===== src/rtl/ctrl_pkg.sv =====
// rtl/ctrl_pkg.sv - shared states, opcodes and encodings for mc_control_unit
package ctrl_pkg;

  typedef enum logic [4:0] {
    FETCH, DECODE, R_EXE, I_EXE, B_EXE, LU_EXE, AU_EXE,
    J_EXE, J_WB, JL_EXE, JL_WB, S_EXE, S_MEM,
    L_EXE, L_MEM, L_WB, M_EXE, M_WB, TRAP
  } state_e;

  localparam logic [6:0] OP_R      = 7'b0110011;
  localparam logic [6:0] OP_I      = 7'b0010011;
  localparam logic [6:0] OP_LOAD   = 7'b0000011;
  localparam logic [6:0] OP_STORE  = 7'b0100011;
  localparam logic [6:0] OP_BRANCH = 7'b1100011;
  localparam logic [6:0] OP_LUI    = 7'b0110111;
  localparam logic [6:0] OP_AUIPC  = 7'b0010111;
  localparam logic [6:0] OP_JAL    = 7'b1101111;
  localparam logic [6:0] OP_JALR   = 7'b1100111;
  localparam logic [6:0] F7_MULDIV = 7'b0000001;

  localparam logic [2:0] RFWD_ALU    = 3'b000;
  localparam logic [2:0] RFWD_LOAD   = 3'b001;
  localparam logic [2:0] RFWD_IMM    = 3'b010;
  localparam logic [2:0] RFWD_PC_IMM = 3'b011;
  localparam logic [2:0] RFWD_PC4    = 3'b100;
  localparam logic [2:0] RFWD_MDU    = 3'b101;

  localparam logic [3:0] ALU_ADD = 4'b0000;

  typedef enum logic [1:0] {
    CAUSE_NONE    = 2'b00,
    CAUSE_ILLEGAL = 2'b01,
    CAUSE_TIMEOUT = 2'b10
  } trap_cause_e;

  typedef enum logic [3:0] {
    CLS_R, CLS_I, CLS_B, CLS_LUI, CLS_AUIPC, CLS_JAL, CLS_JALR,
    CLS_STORE, CLS_LOAD, CLS_MDU, CLS_ILLEGAL
  } instr_class_e;

  // instr[30] only qualifies the operation for R-type and the I-type shift-right group
  function automatic logic [3:0] alu_code(input logic b30, input logic [2:0] f3,
                                          input logic use_b30);
    return {use_b30 & b30, f3};
  endfunction

endpackage


===== src/rtl/ctrl_decoder.sv =====
// rtl/ctrl_decoder.sv - combinational opcode/funct decode into instruction class and ALU code
module ctrl_decoder
  import ctrl_pkg::*;
(
  input  logic [31:0]  instr,
  output instr_class_e cls,
  output logic [3:0]   alu_code_o,
  output logic         illegal
);

  logic [6:0] opcode;
  logic [2:0] funct3;
  logic [6:0] funct7;
  logic       unused_fields;

  assign opcode        = instr[6:0];
  assign funct3        = instr[14:12];
  assign funct7        = instr[31:25];
  assign unused_fields = ^{instr[24:15], instr[11:7]};

  always_comb begin
    cls        = CLS_ILLEGAL;
    alu_code_o = ALU_ADD;
    case (opcode)
      OP_R: begin
        if (funct7 == F7_MULDIV) begin
`ifdef RV32M_MDU_EN
          cls = CLS_MDU;
`else
          cls = CLS_ILLEGAL;
`endif
        end else begin
          cls        = CLS_R;
          alu_code_o = alu_code(instr[30], funct3, 1'b1);
        end
      end
      OP_I: begin
        cls        = CLS_I;
        alu_code_o = alu_code(instr[30], funct3, funct3 == 3'b101);
      end
      OP_BRANCH: begin
        cls        = CLS_B;
        alu_code_o = alu_code(instr[30], funct3, 1'b0);
      end
      OP_LUI:   cls = CLS_LUI;
      OP_AUIPC: cls = CLS_AUIPC;
      OP_JAL:   cls = CLS_JAL;
      OP_JALR:  cls = CLS_JALR;
      OP_STORE: cls = CLS_STORE;
      OP_LOAD:  cls = CLS_LOAD;
      default:  cls = CLS_ILLEGAL;
    endcase
  end

  assign illegal = (cls == CLS_ILLEGAL);

endmodule


===== src/rtl/mc_control_unit.sv =====
// rtl/mc_control_unit.sv - multi-cycle RV32I control FSM with bus watchdog and trap; RV32M_MDU_EN adds MDU sequencing
module mc_control_unit
  import ctrl_pkg::*;
#(
  parameter int BUS_TIMEOUT = 16,
  parameter int ALU_CTRL_W  = 4
) (
  input  logic                  clk,
  input  logic                  rst_n,
  input  logic [31:0]           instrCode,
  input  logic                  imem_ready,
  input  logic                  dmem_ready,
  input  logic                  mdu_done,
  output logic                  imem_req,
  output logic                  PCEn,
  output logic                  irEn,
  output logic                  regFileWe,
  output logic [ALU_CTRL_W-1:0] aluControl,
  output logic                  aluSrcMuxSel,
  output logic                  busWe,
  output logic                  busRe,
  output logic [2:0]            RFWDSrcMuxSel,
  output logic                  branch,
  output logic                  jal,
  output logic                  jalr,
  output logic                  is_load,
  output logic                  is_store,
  output logic                  mdu_start,
  output logic                  trap,
  output logic [1:0]            trap_cause
);

  localparam int              WD_W    = $clog2(BUS_TIMEOUT + 2);
  localparam logic [WD_W-1:0] WD_LAST = WD_W'(BUS_TIMEOUT - 1);
  localparam bit              WD_EN   = (BUS_TIMEOUT > 0);

  state_e          state_q, state_d;
  logic [WD_W-1:0] wdog_q, wdog_d;
  trap_cause_e     cause_q, cause_d;

  instr_class_e cls;
  logic [3:0]   dec_alu;
  logic         dec_illegal;
  logic [3:0]   alu4;
  logic         bus_state;
  logic         bus_ready;
  logic         wd_expired;

  ctrl_decoder u_dec (
    .instr      (instrCode),
    .cls        (cls),
    .alu_code_o (dec_alu),
    .illegal    (dec_illegal)
  );

  assign bus_state  = state_q inside {FETCH, S_MEM, L_MEM};
  assign bus_ready  = (state_q == FETCH) ? imem_ready : dmem_ready;
  assign wd_expired = WD_EN && (wdog_q == WD_LAST);

  always_comb begin
    state_d = state_q;
    wdog_d  = '0;
    cause_d = cause_q;
    case (state_q)
      FETCH:  if (imem_ready) state_d = DECODE;
      DECODE: begin
        if (dec_illegal) begin
          state_d = TRAP;
          cause_d = CAUSE_ILLEGAL;
        end else begin
          case (cls)
            CLS_R:     state_d = R_EXE;
            CLS_I:     state_d = I_EXE;
            CLS_B:     state_d = B_EXE;
            CLS_LUI:   state_d = LU_EXE;
            CLS_AUIPC: state_d = AU_EXE;
            CLS_JAL:   state_d = J_EXE;
            CLS_JALR:  state_d = JL_EXE;
            CLS_STORE: state_d = S_EXE;
            CLS_LOAD:  state_d = L_EXE;
            CLS_MDU:   state_d = M_EXE;
            default: begin
              state_d = TRAP;
              cause_d = CAUSE_ILLEGAL;
            end
          endcase
        end
      end
      J_EXE:  state_d = J_WB;
      JL_EXE: state_d = JL_WB;
      S_EXE:  state_d = S_MEM;
      L_EXE:  state_d = L_MEM;
      S_MEM:  if (dmem_ready) state_d = FETCH;
      L_MEM:  if (dmem_ready) state_d = L_WB;
      M_EXE: begin
`ifdef RV32M_MDU_EN
        if (mdu_done) state_d = M_WB;
`else
        state_d = FETCH;
`endif
      end
      TRAP:    state_d = TRAP;
      default: state_d = FETCH;
    endcase

    // A ready on the limit cycle completes the access instead of trapping
    if (bus_state && !bus_ready) begin
      if (wd_expired) begin
        state_d = TRAP;
        cause_d = CAUSE_TIMEOUT;
      end else begin
        wdog_d = wdog_q + WD_W'(1);
      end
    end
  end

`ifdef RV32M_MDU_EN
  logic mdu_busy_q, mdu_busy_d;
  assign mdu_busy_d = (state_q == M_EXE);
  assign mdu_start  = (state_q == M_EXE) && !mdu_busy_q;
`else
  logic unused_mdu_done;
  assign unused_mdu_done = mdu_done;
  assign mdu_start       = 1'b0;
`endif

  always_ff @(posedge clk or negedge rst_n) begin
    if (!rst_n) begin
      state_q    <= FETCH;
      wdog_q     <= '0;
      cause_q    <= CAUSE_NONE;
`ifdef RV32M_MDU_EN
      mdu_busy_q <= 1'b0;
`endif
    end else begin
      state_q    <= state_d;
      wdog_q     <= wdog_d;
      cause_q    <= cause_d;
`ifdef RV32M_MDU_EN
      mdu_busy_q <= mdu_busy_d;
`endif
    end
  end

  always_comb begin
    imem_req      = 1'b0;
    PCEn          = 1'b0;
    irEn          = 1'b0;
    regFileWe     = 1'b0;
    alu4          = ALU_ADD;
    aluSrcMuxSel  = 1'b0;
    busWe         = 1'b0;
    busRe         = 1'b0;
    RFWDSrcMuxSel = RFWD_ALU;
    branch        = 1'b0;
    jal           = 1'b0;
    jalr          = 1'b0;
    is_load       = 1'b0;
    is_store      = 1'b0;
    trap          = 1'b0;
    case (state_q)
      FETCH: begin
        imem_req = 1'b1;
        // The fetch handshake must not move PC/IR while reset is held
        PCEn     = imem_ready & rst_n;
        irEn     = imem_ready & rst_n;
      end
      R_EXE: begin
        regFileWe = 1'b1;
        alu4      = dec_alu;
      end
      I_EXE: begin
        regFileWe    = 1'b1;
        aluSrcMuxSel = 1'b1;
        alu4         = dec_alu;
      end
      B_EXE: begin
        branch = 1'b1;
        alu4   = dec_alu;
      end
      LU_EXE: begin
        regFileWe     = 1'b1;
        RFWDSrcMuxSel = RFWD_IMM;
      end
      AU_EXE: begin
        regFileWe     = 1'b1;
        RFWDSrcMuxSel = RFWD_PC_IMM;
      end
      J_EXE: jal = 1'b1;
      JL_EXE: begin
        jal  = 1'b1;
        jalr = 1'b1;
      end
      J_WB, JL_WB: begin
        regFileWe     = 1'b1;
        RFWDSrcMuxSel = RFWD_PC4;
      end
      S_EXE: aluSrcMuxSel = 1'b1;
      S_MEM: begin
        aluSrcMuxSel = 1'b1;
        busWe        = 1'b1;
        is_store     = 1'b1;
      end
      L_EXE: begin
        aluSrcMuxSel  = 1'b1;
        RFWDSrcMuxSel = RFWD_LOAD;
      end
      L_MEM: begin
        aluSrcMuxSel  = 1'b1;
        RFWDSrcMuxSel = RFWD_LOAD;
        busRe         = 1'b1;
        is_load       = 1'b1;
      end
      L_WB: begin
        aluSrcMuxSel  = 1'b1;
        RFWDSrcMuxSel = RFWD_LOAD;
        regFileWe     = 1'b1;
        is_load       = 1'b1;
      end
      M_WB: begin
        regFileWe     = 1'b1;
        RFWDSrcMuxSel = RFWD_MDU;
      end
      TRAP:    trap = 1'b1;
      default: ;
    endcase
  end

  assign aluControl = ALU_CTRL_W'(alu4);
  assign trap_cause = cause_q;

endmodule

===== config.mk =====
export PLATFORM = sky130hd
export DESIGN_NAME = mc_control_unit
export DESIGN_NICKNAME = d
export VERILOG_FILES = /design/src/rtl/ctrl_pkg.sv /design/src/rtl/ctrl_decoder.sv /design/src/rtl/mc_control_unit.sv
export SDC_FILE = /design/constraint.sdc
export NUM_CORES = 1
export LEC_CHECK = 0
export CORE_UTILIZATION = 40
export CTS_BUF_LIST = sky130_fd_sc_hd__clkbuf_4 sky130_fd_sc_hd__clkbuf_8 sky130_fd_sc_hd__clkbuf_16
export DETAILED_ROUTE_END_ITERATION = 8
export HOLD_SLACK_MARGIN = 0.05
export PLACE_DENSITY = 0.8
export SLEW_MARGIN = 30
export SYNTH_ARGS = -nofsm -noshare
export SYNTH_HDL_FRONTEND = slang
export SYNTH_SLANG_ARGS = --single-unit
export TNS_END_PERCENT = 10

===== constraint.sdc =====
create_clock -name clk -period 5 [get_ports clk]
set_input_delay 1.25 -clock clk [delete_from_list [all_inputs] [get_ports clk]]
set_output_delay 1.25 -clock clk [all_outputs]
set_load 0.01 [all_outputs]

==> Word level (Yosys, flattened, before mapping) <==
Cells that the tools add are included.
{ "totals": {"reg_bits": 12, "latchBits": 0, "ram_bits": 0, "rom_bits": 0, "input_bits": 37, "out_inout_bits": 23, "word_cells": 91, "n_memories": 0} }
{ "op_classes": {"n_addsub": 1, "n_mul": 0, "div": 0, "n_lt_le_gt_ge": 0, "eq_ne": 39, "shift": 0, "muxes": 33, "bitwise_logic": 2, "n_reduce_logical": 13} }
{ "op_table": {"columns": ["cell", "n"], "rows": [
  ["5-bit case mux with 10 select lines", 1],
  ["5-bit by 4-bit equality test with 1-bit output (second input constant)", 9],
  ["5-bit case mux with 9 select lines", 1],
  ["5-bit 2-to-1 mux", 8],
  ["4-bit case mux with 9 select lines", 1],
  ["7-bit by 6-bit equality test with 1-bit output (second input constant)", 3],
  ["7-bit equality test (second input constant)", 3],
  ["5-bit by 3-bit equality test with 1-bit output (second input constant)", 4],
  ["4-bit by 3-bit equality test with 1-bit output (second input constant)", 4],
  ["3-bit case mux with 5 select lines", 1],
  ["7-bit by 5-bit equality test with 1-bit output (second input constant)", 2],
  ["4-bit equality test (second input constant)", 3],
  ["1-bit 2-to-1 mux", 12],
  ["4-bit 2-to-1 mux", 3],
  ["4-bit case mux with 3 select lines", 1],
  ["5-bit by 2-bit equality test with 1-bit output (second input constant)", 2],
  ["5-bit equality test (second input constant)", 2],
  ["2-bit 2-to-1 mux", 5],
  ["10-bit OR reduction", 1],
  ["4-bit by 2-bit equality test with 1-bit output (second input constant)", 2],
  ["8-bit OR reduction", 1],
  ["7-bit by 1-bit equality test with 1-bit output (second input constant)", 1],
  ["7-bit by 2-bit equality test with 1-bit output (second input constant)", 1],
  ["2-bit OR reduction", 3],
  ["12 further kinds", 14]
]} }

==> Logic depth before layout (Yosys ltp) <==
Gate-level depths: netlist (run 1).
{ "depth": {"word_depth": 10, "mapped_depth": 6, "depth_no_buf": 6} }

==> Cells and area by module <==
A second synthesis (run 1) with hierarchy kept.
{ "hier_totals": {"hier_cells": 171, "area_unflattened_um2": 1233.7} }
{ "modules_own_cells": {"columns": ["mod", "instances", "cells_per_inst", "area_each_um2", "seq_area_each_um2"], "rows": [
  ["mc_control_unit", 1, 128, 953.4, 300.3],
  ["ctrl_decoder", 1, 43, 280.3, 0.0]
]} }

==> Least setup slack after synthesis (run 1) <==
OpenSTA, ideal clock, no wires.
{ "synth_path": {"path_type": "input-to-output", "startpoint": "input port instrCode[3]", "endpoint": "output port aluControl[0]", "t_arrival_ps": 2430, "required_ps": 3750, "setup_slack_ps": 1320, "path_stages": 5, "n_path_buf": 0, "path_cell_list": "or3b_4 -> or3_1 -> o211ai_2 -> o32ai_1 -> and3_1"} }
{ "synth_via": {"elab_chain_cells": 3, "word_cells_on_any_way": 5, "classes_between": "eq/ne (3); mux (2)"} }
{ "synth_lines": {"columns": ["item", "line", "text"], "rows": [
  ["start: declaration", "mc_control_unit.sv:10", "input logic [31:0] instrCode,"],
  ["7-bit equality test, or another cell as far along", "ctrl_decoder.sv:24", "case (opcode)"],
  ["4-bit case mux with 3 select lines *", "ctrl_decoder.sv:24", null],
  ["4-bit 2-to-1 mux *", "mc_control_unit.sv:161", "case (state_q)"],
  ["end: declaration", "mc_control_unit.sv:18", "output logic [ALU_CTRL_W-1:0] aluControl,"]
]} }
Mark *: on every way between the ends. The rest lies on a longest branch, timed or not.

==> Worst setup path after layout (run 1) <==
{ "layout_path": {"startpoint": "input port instrCode[5]", "endpoint": "output port aluControl[2]"} }
Same word-level chain as after synthesis.

==> results by group, run 1 <==
Run status
  – Status: complete, but fails checks
  – Failing checks: DRC

Timing
  – Hold slack: 0.473 ns
  – Setup Skew: 0.00311 ns
  – RSZ-0062 raised after global routing: false
  – Max-slew violations: 0
  – Fmax: ~0.21 GHz
  – Setup TNS Final: 0 ns
  – Worst slew margin: slightly above 60%
  – Final period util: 94.4%
  – Final setup margin: 0.279 ns
  – Fin crit period: 4.72 ns
  – Setup violations, final: 0
  – Final Hold Fails: 0
  – Slew @ Worst Pin: 0.568 ns

Critical path
  – CP required: 3.75 ns
  – Critical path's top delay family: buffers and inverters
  – Crit path cell chain: clkdlybuf4s50_1 > nand2_1 > nor2_1 > nor2_1 > o32ai_1 > and3_1 > clkdlybuf4s50_1
  – Startpoint Class: input port
  – Buffers plus inverters on the worst setup path: 2
  – Crit path arrival time: about 3.5 ns
  – Critical Path Max Stage Delay: ~0.7 ns
  – Crit Path Class: input port to primary output
  – Critical-path top delay cell: clkdlybuf4s50_1
  – Crit end category: primary output
  – CP Max Fanout: 11

GRT
  – Initial antenna violation count: 0
  – GRT Residual Overflow: 0
  – Vias in the first global route: approximately 1200
  – Tot GR Track Use: 20.2%
  – First-pass GRT wire length: 5240 um
  – Largest net degree at the start of global routing: 21

Synth
  – Synth area leaders: dfrtp_1, nor2_1, o21ai_0
  – Most used DFF post-synth: dfrtp_1
  – Syn Inst Count: approximately 160
  – Yosys top cell by area: dfrtp_1
  – Post-synth EDFFs: 0
  – Sequential share of the synthesized area: between 20% and 30%
  – YS warnings: 0
  – Syn_nets: 202
  – Netlist cell types: 44
  – Async SR Flop Fraction: 100%
  – Mean Syn Cell Area: 7.31 um^2
  – Synth Register Bits: 12
  – Count leader, synth: nor2_1
  – Most frequent cells after synthesis: nor2_1, nand2_1, dfrtp_1, o21ai_0, clkbuf_1
  – Post-synth top area share: 25.1%
  – Mapped Area: 1200 um^2

Clocking
  – Cts hold-fix bufs: 0
  – Clk sinks: 12
  – Post_cts resized: 0
  – CTS tree: yes
  – Postcts setup bufs: 0
  – Root Buffer: clkbuf_4
  – Clock slew at reported path FFs: ~0.070 ns
  – Clock Latency Late Sink: 0.28 ns
  – H-tree levels: 1
  – Clock buffer depth: 2
  – TritonCTS buffer count: 3

Pwr
  – Sw Ratio: a little over two fifths
  – Clk pwr share: 15.1%
  – Gate power share: 53.3%
  – Pwr/cell area: ~300 nW/um^2
  – Worst vdd ir: roughly 0.00012 V
  – Lkg Pwr: 0.652 nW
  – Overall power: 0.509 mW
  – Sequential Power Share: between 30% and 40%
  – Internal Power: 0.294 mW
  – Switching power: between 0.2 and 0.25 mW

Routing
  – Routed len/inst: 13.2 um
  – Initial DRT Pass Iterations: 6
  – DR iter-0 viols: 49
  – Post-route antenna net violation count: 0
  – Via count: 1334
  – Routed WL: roughly 3000 um
  – Vias per cell: 5.75
  – Remaining DRCs: 7

Placement
  – Routability cong.: about 0.84
  – Number of port buffers: 42
  – Place WS: 0.325 ns
  – Dpl hpwl: 2400 um

Finish
  – Layout cell share with drive strength beyond 1: 8.46%
  – Area delta synth->final: 39.0%
  – Final Util: 59.4%
  – Reg area: between 300 and 400 um^2
  – Nets: 240
  – Filler cell count: 274
  – N_diodes: 0
  – Multi-input gate area: 811 um^2

Floorplan
  – # IOs: 60
  – Initial core utilization: 42.7%
  – Die area: 3220 um^2
  – Core area: 2810 um^2
  – Die Height: between 50 and 60 um
  – # rows: 19
  – Horiz. Die Dim: 56.7 um

Run
  – Max-cap viol count: 0

Hold path
  – Hold Crit Class: register to register
## placed cells by master, fill, tap and decap left out, drive strengths merged, types with 2 or more instances in the layout
master,instances
mux2i,2
or3,5
and2,4
nand3,6
or2,3
dfrtp,12
o21ai,12
nor2,18
a211oi,3
a31oi,4
inv,6
o21a,4
buf,5
clkbuf,4
nand2b,5
o211ai,3
o32ai,2
nor3,6
nor4b,2
nor2b,4
a21oi,9
and3,5
xor2,4
clkdlybuf4s50,42
nor3b,3
nand2,13
## metal layers
layer	part of all wire [%]	wire, um	vias up	global-route usage, %
li1	-	-	656	-
met1	40	1240	622	23.8
met2	52	1610	50	37.6
met3	5.7	175	6	2.76
met4	1.4	44	0	6.27
met5	0	0	-	0
## state kept, by name, summed over array words and instances, names as in the netlist
name and count:
trap_cause 2, wdog_q 5, state_q 5
## layout make-up
cell class / count / area share [%]
sequential: 12 / 18.0
tap: 31 / 2.33
inverter: 6 / 1.35
multi-input combinational: 132 / 48.6
timing repair buffer: 47 / 27.5
clock buffer: 4 / 2.18
## per-stage QoR
stage | cells | instance area [um^2]
5_1_grt | 232 | 1670
6_report | 232 | 1670
2_1_floorplan | 164 | 1200
3_5_place_dp | 228 | 1630
4_1_cts | 232 | 1670
3_3_place_gp | 228 | 1630
## worst paths after layout
| kind | startpoint | to | slack (ns) | cells after the start |
|---|---|---|---|---|
| max | instrCode[5] | aluControl[2] | 0.28 | 7 |
| min | wdog_q[0] | wdog_q[0] | 0.47 | 1 |
| max reg2reg | state_q[1] | state_q[2] | 3.00 | 5 |
| min reg2reg | wdog_q[0] | wdog_q[0] | 0.47 | 1 |
| max in group asynchronous | rst_n | state_q[1] | 3.58 | 2 |
| min in group asynchronous | rst_n | wdog_q[2] | 1.26 | 2 |
## logic make-up (layout without fill, tap and decap cells)
logic type | after synthesis | after routing | share of synthesized area (%)
AND/OR/NAND/NOR | 79 | 79 | 36.3
AO/OA/AOI/OAI | 44 | 44 | 24.6
buffers and inverters | 20 | 57 | 7.31
flip-flops | 12 | 12 | 25.1
XOR/XNOR | 5 | 5 | 3.65
multiplexers | 2 | 2 | 1.67
adder cells (fa/ha/maj) | 1 | 1 | 1.04
other | 1 | 1 | 0.313
## power groups by stage
| stage | sequential, mW | clock, mW | combinational (mW) |
|---|---|---|---|
| finish | 0.161 | 0.0768 | 0.271 |
| global route | 0.164 | 0.0862 | 0.301 |
| CTS | 0.159 | 0.0793 | 0.273 |
| detailed placement | 0.162 | 0 | 0.271 |
| global placement | 0.160 | 0 | 0.261 |
| floorplan | 0.130 | 0 | 0.200 |
Note: power is estimated with default switching activity, not from simulation.
==> run 2: changes to the inputs <==
--- a/config.mk
+++ b/config.mk
@@ -5,11 +5,11 @@
 export SDC_FILE = /design/constraint.sdc
 export NUM_CORES = 1
 export LEC_CHECK = 0
-export CORE_UTILIZATION = 40
+export CORE_UTILIZATION = 43
 export CTS_BUF_LIST = sky130_fd_sc_hd__clkbuf_4 sky130_fd_sc_hd__clkbuf_8 sky130_fd_sc_hd__clkbuf_16
 export DETAILED_ROUTE_END_ITERATION = 8
 export HOLD_SLACK_MARGIN = 0.05
-export PLACE_DENSITY = 0.8
+export PLACE_DENSITY = 0.85
 export SLEW_MARGIN = 30
 export SYNTH_ARGS = -nofsm -noshare
 export SYNTH_HDL_FRONTEND = slang
==> results by group, run 2 (synthesis gave the netlist of run 1 again) <==
Run status
  – Status: finished clean (was complete, but fails checks)

Floorplan
  – # rows: 18 (was 19)
  – Die area: 3000 um^2 (was 3220 um^2)
  – Horiz. Die Dim: 54.8 um (was 56.7 um)
  – Initial core utilization: 47.1% (was 42.7%)
  – Core area: 2540 um^2 (was 2810 um^2)
  – # IOs: 60 (unchanged)
  – Die Height: 54.8 um (was 56.7 um)

Finish
  – Multi-input gate area: 811 um^2 (unchanged)
  – Area delta synth->final: 38.3% (was 39.0%)
  – Layout cell share with drive strength beyond 1: 8.00% (was 8.46%)
  – Filler cell count: 218 (was 274)
  – Nets: 239 (was 240)
  – Most frequent cells in the layout: clkdlybuf4s50_1, nor2_1, nand2_1 (unchanged)
  – N_diodes: 0 (unchanged)
  – Most common cell after layout, fill and taps aside: clkdlybuf4s50_1 (unchanged)
  – Reg area: 300 um^2 (unchanged)

Clocking
  – TritonCTS buffer count: 3 (unchanged)
  – Clk sinks: 12 (unchanged)
  – H-tree levels: 1 (unchanged)
  – Clock Latency Late Sink: 0.27 ns (was 0.28 ns)
  – Root Buffer: clkbuf_4 (unchanged)
  – Clock buffer depth: 2 (unchanged)
  – Cts hold-fix bufs: 0 (unchanged)
  – Post_cts resized: 0 (unchanged)
  – CTS tree: yes (unchanged)
  – Clock slew at reported path FFs: 0.07 ns (about the same)
  – Postcts setup bufs: 0 (unchanged)

Critical path
  – Crit Path Class: input port to primary output (unchanged)
  – Startpoint Class: input port (unchanged)
  – Crit path arrival time: 3.48 ns (was 3.47 ns)
  – CP required: 3.75 ns (about the same)
  – Crit end category: primary output (unchanged)
  – CP Max Fanout: 4 (was 11)

Timing
  – RSZ-0062 raised after global routing: false (unchanged)
  – Final setup margin: 0.266 ns (was 0.279 ns)
  – Worst slew margin: 60.8% (was 62.2%)
  – Fin crit period: 4.73 ns (was 4.72 ns)
  – Final Hold Fails: 0 (unchanged)
  – Max-slew violations: 0 (unchanged)
  – Setup violations, final: 0 (unchanged)
  – Setup TNS Final: 0 ns (unchanged)
  – Fmax: 0.211 GHz (was 0.212 GHz)
  – Final period util: 94.7% (was 94.4%)
  – Slew @ Worst Pin: 0.588 ns (was 0.568 ns)
  – Setup Skew: 0.000561 ns (was 0.00311 ns)

Routing
  – DR iter-0 viols: 33 (was 49)
  – Via count: 1341 (was 1334)
  – Remaining DRCs: 0 (was 7)
  – Post-route antenna net violation count: 0 (unchanged)
  – Initial DRT Pass Iterations: 4 (was 6)
  – Routed len/inst: 13.9 um (was 13.2 um)
  – Routed WL: 3190 um (was 3060 um)
  – Vias per cell: 5.83 (was 5.75)

Hold path
  – Hold Crit Class: register to register (unchanged)

Pwr
  – Lkg Pwr: 0.647 nW (was 0.652 nW)
  – Pwr/cell area: 308 nW/um^2 (was 305 nW/um^2)
  – Worst vdd ir: 0.000292 V (was 0.000121 V)

GRT
  – Vias in the first global route: 1240 (was 1214)
  – Largest net degree at the start of global routing: 21 (unchanged)
  – Tot GR Track Use: 23.3% (was 20.2%)
  – First-pass GRT wire length: 5130 um (was 5240 um)
  – GRT Residual Overflow: 0 (unchanged)
  – Initial antenna violation count: 0 (unchanged)

Placement
  – Place WS: 0.272 ns (was 0.325 ns)
  – Dpl hpwl: 2370 um (was 2400 um)
  – Number of port buffers: 42 (unchanged)
  – Routability cong.: 0.839 (was 0.841)

Run
  – Max-cap viol count: 0 (unchanged)
[run 2: cell types whose count changed in the layout (fill, tap and decap cells not counted)]
cell and change:
buf_4 -1
[run 2: metrics by stage]
| step | util, % | total power, mW | hold WS (ns) | std cells | cell area [um^2] |
|---|---|---|---|---|---|
| CTS | 65.1 | 0.511 | 0.504 | 230 | 1660 |
| floorplan | - | 0.330 | 0.433 | 164 | 1200 |
| global placement | 63.7 | 0.420 | 0.445 | 226 | 1620 |
| finish | 65.1 | 0.511 | 0.497 | 230 | 1660 |
| detailed placement | 63.7 | 0.431 | 0.453 | 226 | 1620 |
| global route | 65.1 | 0.553 | 0.521 | 230 | 1660 |
[run 2: path summary, 6_finish.rpt]
| kind | start | slack, ns | cells past startpoint | endpoint |
|---|---|---|---|---|
| worst max-delay path | instrCode[4] | 0.27 | 7 | aluControl[2] |
| worst min-delay path | trap_cause[0] | 0.50 | 1 | trap_cause[0] |
| worst max register to register | state_q[1] | 2.99 | 5 | state_q[3] |
| worst min register to register | trap_cause[0] | 0.50 | 1 | trap_cause[0] |
| max in group asynchronous | rst_n | 3.58 | 2 | state_q[2] |
| min in group asynchronous | rst_n | 1.27 | 2 | wdog_q[3] |
[run 2: area by class of cell]
class	count	area share, %
clock buffers	4	2.19
repair buffers	46	27.2
well taps	30	2.26
flip-flops and latches	12	18.1
inverters	6	1.36
multi-input cells	132	48.9
[run 2: power by group]
| part | total, mW | switching (mW) | internal (mW) |
|---|---|---|---|
| clock network | 0.0759 | 0.0316 | 0.0443 |
| registers | 0.164 | 0.0503 | 0.114 |
| logic | 0.271 | 0.135 | 0.136 |
| total | 0.511 | 0.217 | 0.293 |
[run 2: metal layers]
| metal | vias up | global-route usage, % | part of all wire, % |
|---|---|---|---|
| met5 | - | 0 | 0 |
| met4 | 0 | 8.12 | 1.6 |
| met3 | 8 | 3.06 | 7.0 |
| met2 | 65 | 43.8 | 53 |
| met1 | 613 | 26.2 | 39 |
| li1 | 655 | - | - |
[run 2: critical path: stages]
cell,delay [ns]
clkdlybuf4s50_1,0.47
or3b_4,0.39
or3_1,0.35
o211ai_2,0.22
o32ai_1,0.13
and3_1,0.20
clkdlybuf4s50_1,0.47
==> run 3: changes to the inputs <==
--- a/config.mk
+++ b/config.mk
@@ -10,8 +10,9 @@
 export DETAILED_ROUTE_END_ITERATION = 8
 export HOLD_SLACK_MARGIN = 0.05
 export PLACE_DENSITY = 0.85
+export REMOVE_ABC_BUFFERS = 1
 export SLEW_MARGIN = 30
 export SYNTH_ARGS = -nofsm -noshare
 export SYNTH_HDL_FRONTEND = slang
 export SYNTH_SLANG_ARGS = --single-unit
-export TNS_END_PERCENT = 10
+export TNS_END_PERCENT = 5
==> results by group, run 3 (synthesis gave the netlist of run 1 again) <==
Timing
  – Fin crit period: 4.73 ns (about the same)
  – RSZ-0062 raised after global routing: false (unchanged)
  – Final period util: 94.6% (was 94.7%)
  – Setup TNS Final: 0 ns (unchanged)
  – Max-slew violations: 0 (unchanged)
  – Final Hold Fails: 0 (unchanged)
  – Fmax: 0.212 GHz (was 0.211 GHz)
  – Setup violations, final: 0 (unchanged)
  – Worst slew margin: 60.8% (about the same)
  – Slew @ Worst Pin: 0.588 ns (about the same)
  – Setup Skew: 0.00415 ns (was 0.000561 ns)

Pwr
  – Pwr/cell area: 296 nW/um^2 (was 308 nW/um^2)
  – Internal Power: 0.278 mW (was 0.293 mW)
  – Lkg Pwr: 0.640 nW (was 0.647 nW)
  – Clk pwr share: 11.3% (was 14.9%)
  – Switching power: 0.209 mW (was 0.217 mW)
  – Overall power: 0.486 mW (was 0.511 mW)
  – Gate power share: 55.8% (was 53.1%)
  – Worst vdd ir: 0.000237 V (was 0.000292 V)
  – Sequential Power Share: 32.9% (was 32.1%)
  – Sw Ratio: 42.9% (was 42.5%)

Finish
  – Area delta synth->final: 37.2% (was 38.3%)
  – Nets: 239 (unchanged)
  – Layout cell share with drive strength beyond 1: 7.54% (was 8.00%)
  – Post-route cell area: 1640 um^2 (was 1660 um^2)
  – Most frequent cells in the layout: clkdlybuf4s50_1, nor2_1, nand2_1 (unchanged)
  – Most common cell after layout, fill and taps aside: clkdlybuf4s50_1 (unchanged)
  – Layout Cells excl Fill: 229 (was 230)
  – Final Util: 64.6% (was 65.1%)
  – N_diodes: 0 (unchanged)

Hold path
  – Hold Path Sink: wdog_q[0] (was trap_cause[0])
  – Hold Crit Class: register to register (unchanged)
  – Worst hold path cell count: 1 (unchanged)
  – Hold_sp: wdog_q[0] (was trap_cause[0])

Routing
  – Routed len/inst: 13.7 um (was 13.9 um)
  – Vias per cell: 5.90 (was 5.83)
  – Post-route antenna net violation count: 0 (unchanged)
  – DR iter-0 viols: 37 (was 33)
  – Initial DRT Pass Iterations: 4 (unchanged)
  – Via count: 1350 (was 1341)
  – Routed WL: 3130 um (was 3190 um)
  – Remaining DRCs: 0 (unchanged)

Placement
  – Post-DP Area: 1620 um^2 (unchanged)
  – Routability cong.: 0.832 (was 0.839)
  – Number of port buffers: 42 (unchanged)
  – Placed cell count: 226 (unchanged)
  – Dpl hpwl: 2450 um (was 2370 um)

GRT
  – Tot GR Track Use: 22.8% (was 23.3%)
  – Vias in the first global route: 1192 (was 1240)
  – GRT Residual Overflow: 0 (unchanged)
  – First-pass GRT wire length: 5040 um (was 5130 um)
  – Initial antenna violation count: 0 (unchanged)
  – Largest net degree at the start of global routing: 21 (unchanged)

Critical path
  – Crit path cell chain: clkdlybuf4s50_1 > nand2_1 > nor2_1 > nor2_1 > o32ai_1 > and3_1 > clkdlybuf4s50_1 (was clkdlybuf4s50_1 > or3b_4 > or3_1 > o211ai_2 > o32ai_1 > and3_1 > clkdlybuf4s50_1)
  – Critical-path top delay cell: clkdlybuf4s50_1 (unchanged)
  – Crit path arrival time: 3.48 ns (about the same)
  – Crit Path Class: input port to primary output (unchanged)
  – Crit end category: primary output (unchanged)
  – Critical Path Max Stage Delay: 0.72 ns (was 0.47 ns)
  – CP Max Fanout: 11 (was 4)
  – R2r endpoint: state_q[3] (unchanged)
  – FF-to-FF Start: state_q[1] (unchanged)
  – Startpoint Class: input port (unchanged)
  – CP required: 3.75 ns (about the same)
  – Reg-to-reg setup timing slack: 2.97 ns (was 2.99 ns)
  – Worst R2R Path Depth: 5 (unchanged)

Floorplan
  – # IOs: 60 (unchanged)
  – Horiz. Die Dim: 54.8 um (unchanged)
  – Die Height: 54.8 um (unchanged)
  – # rows: 18 (unchanged)
  – Die area: 3000 um^2 (unchanged)
  – Initial core utilization: 47.1% (unchanged)
  – Core area: 2540 um^2 (unchanged)

Clocking
  – H-tree levels: 1 (unchanged)
  – Clk sinks: 12 (unchanged)
  – CTS tree: yes (unchanged)
  – Clock Latency Late Sink: 0.26 ns (was 0.27 ns)
  – Postcts setup bufs: 0 (unchanged)
  – Clock buffer depth: 2 (unchanged)
  – TritonCTS buffer count: 3 (unchanged)
  – Clock slew at reported path FFs: 0.07 ns (about the same)
  – Post_cts resized: 0 (unchanged)
  – Root Buffer: clkbuf_4 (unchanged)
  – Cts hold-fix bufs: 0 (unchanged)

Run status
  – Status: finished clean (unchanged)

Run
  – Max-cap viol count: 0 (unchanged)
==> run 3: cell count changes in the layout (fill, tap and decap cells not counted) <==
cell,delta
clkbuf_8,-1
==> run 3: routing by layer <==
layer	vias up	GRT usage [%]	routed length [um]
met5	-	0	0
met1	628	28.2	1310
met3	2	2.50	191
met4	0	5.13	19
li1	658	-	-
met2	62	41.6	1610
==> run 3: per-stage QoR <==
step / setup slack (ns) / hold slack [ns]
6_report: 0.272 / 0.471
5_1_grt: 0.149 / 0.481
4_1_cts: 0.272 / 0.469
3_5_place_dp: 0.269 / 0.459
3_3_place_gp: 0.332 / 0.444
2_1_floorplan: 1.32 / 0.433
==> run 3: area by class of cell <==
| type | count | area [um^2] |
|---|---|---|
| Sequential cell | 12 | 300 |
| Multi-Input combinational cell | 132 | 811 |
| Tap cell | 30 | 37.5 |
| Inverter | 6 | 22.5 |
| Clock buffer | 3 | 22.5 |
| Timing Repair Buffer | 46 | 450 |
| Fill cell | 226 | 901 |
==> run 3: worst max path at each step <==
stage / start / to / slack, ns
CTS: instrCode[4] / aluControl[1] / 0.27
global route: instrCode[5] / aluControl[0] / 0.15
global placement: instrCode[4] / aluControl[0] / 0.33
floorplan: instrCode[3] / aluControl[0] / 1.32
finish: instrCode[5] / aluControl[2] / 0.27
detailed placement: instrCode[4] / aluControl[1] / 0.27
==> run 3: worst max-delay path, delay by kind of cell <==
family / cells / cell delay (ns)
buffers and inverters: 2 / 1.26
and+or+nand+nor: 4 / 0.64
AOI/OAI and AO/OA: 1 / 0.33
==> run 3: power by group through the flow <==
stage | Sequential, mW | Clock [mW] | Combinational [mW]
2_1_floorplan | 0.149 | 0 | 0.166
3_3_place_gp | 0.159 | 0 | 0.260
3_5_place_dp | 0.160 | 0 | 0.271
4_1_cts | 0.159 | 0.0588 | 0.272
5_1_grt | 0.163 | 0.0641 | 0.304
6_report | 0.160 | 0.0549 | 0.271
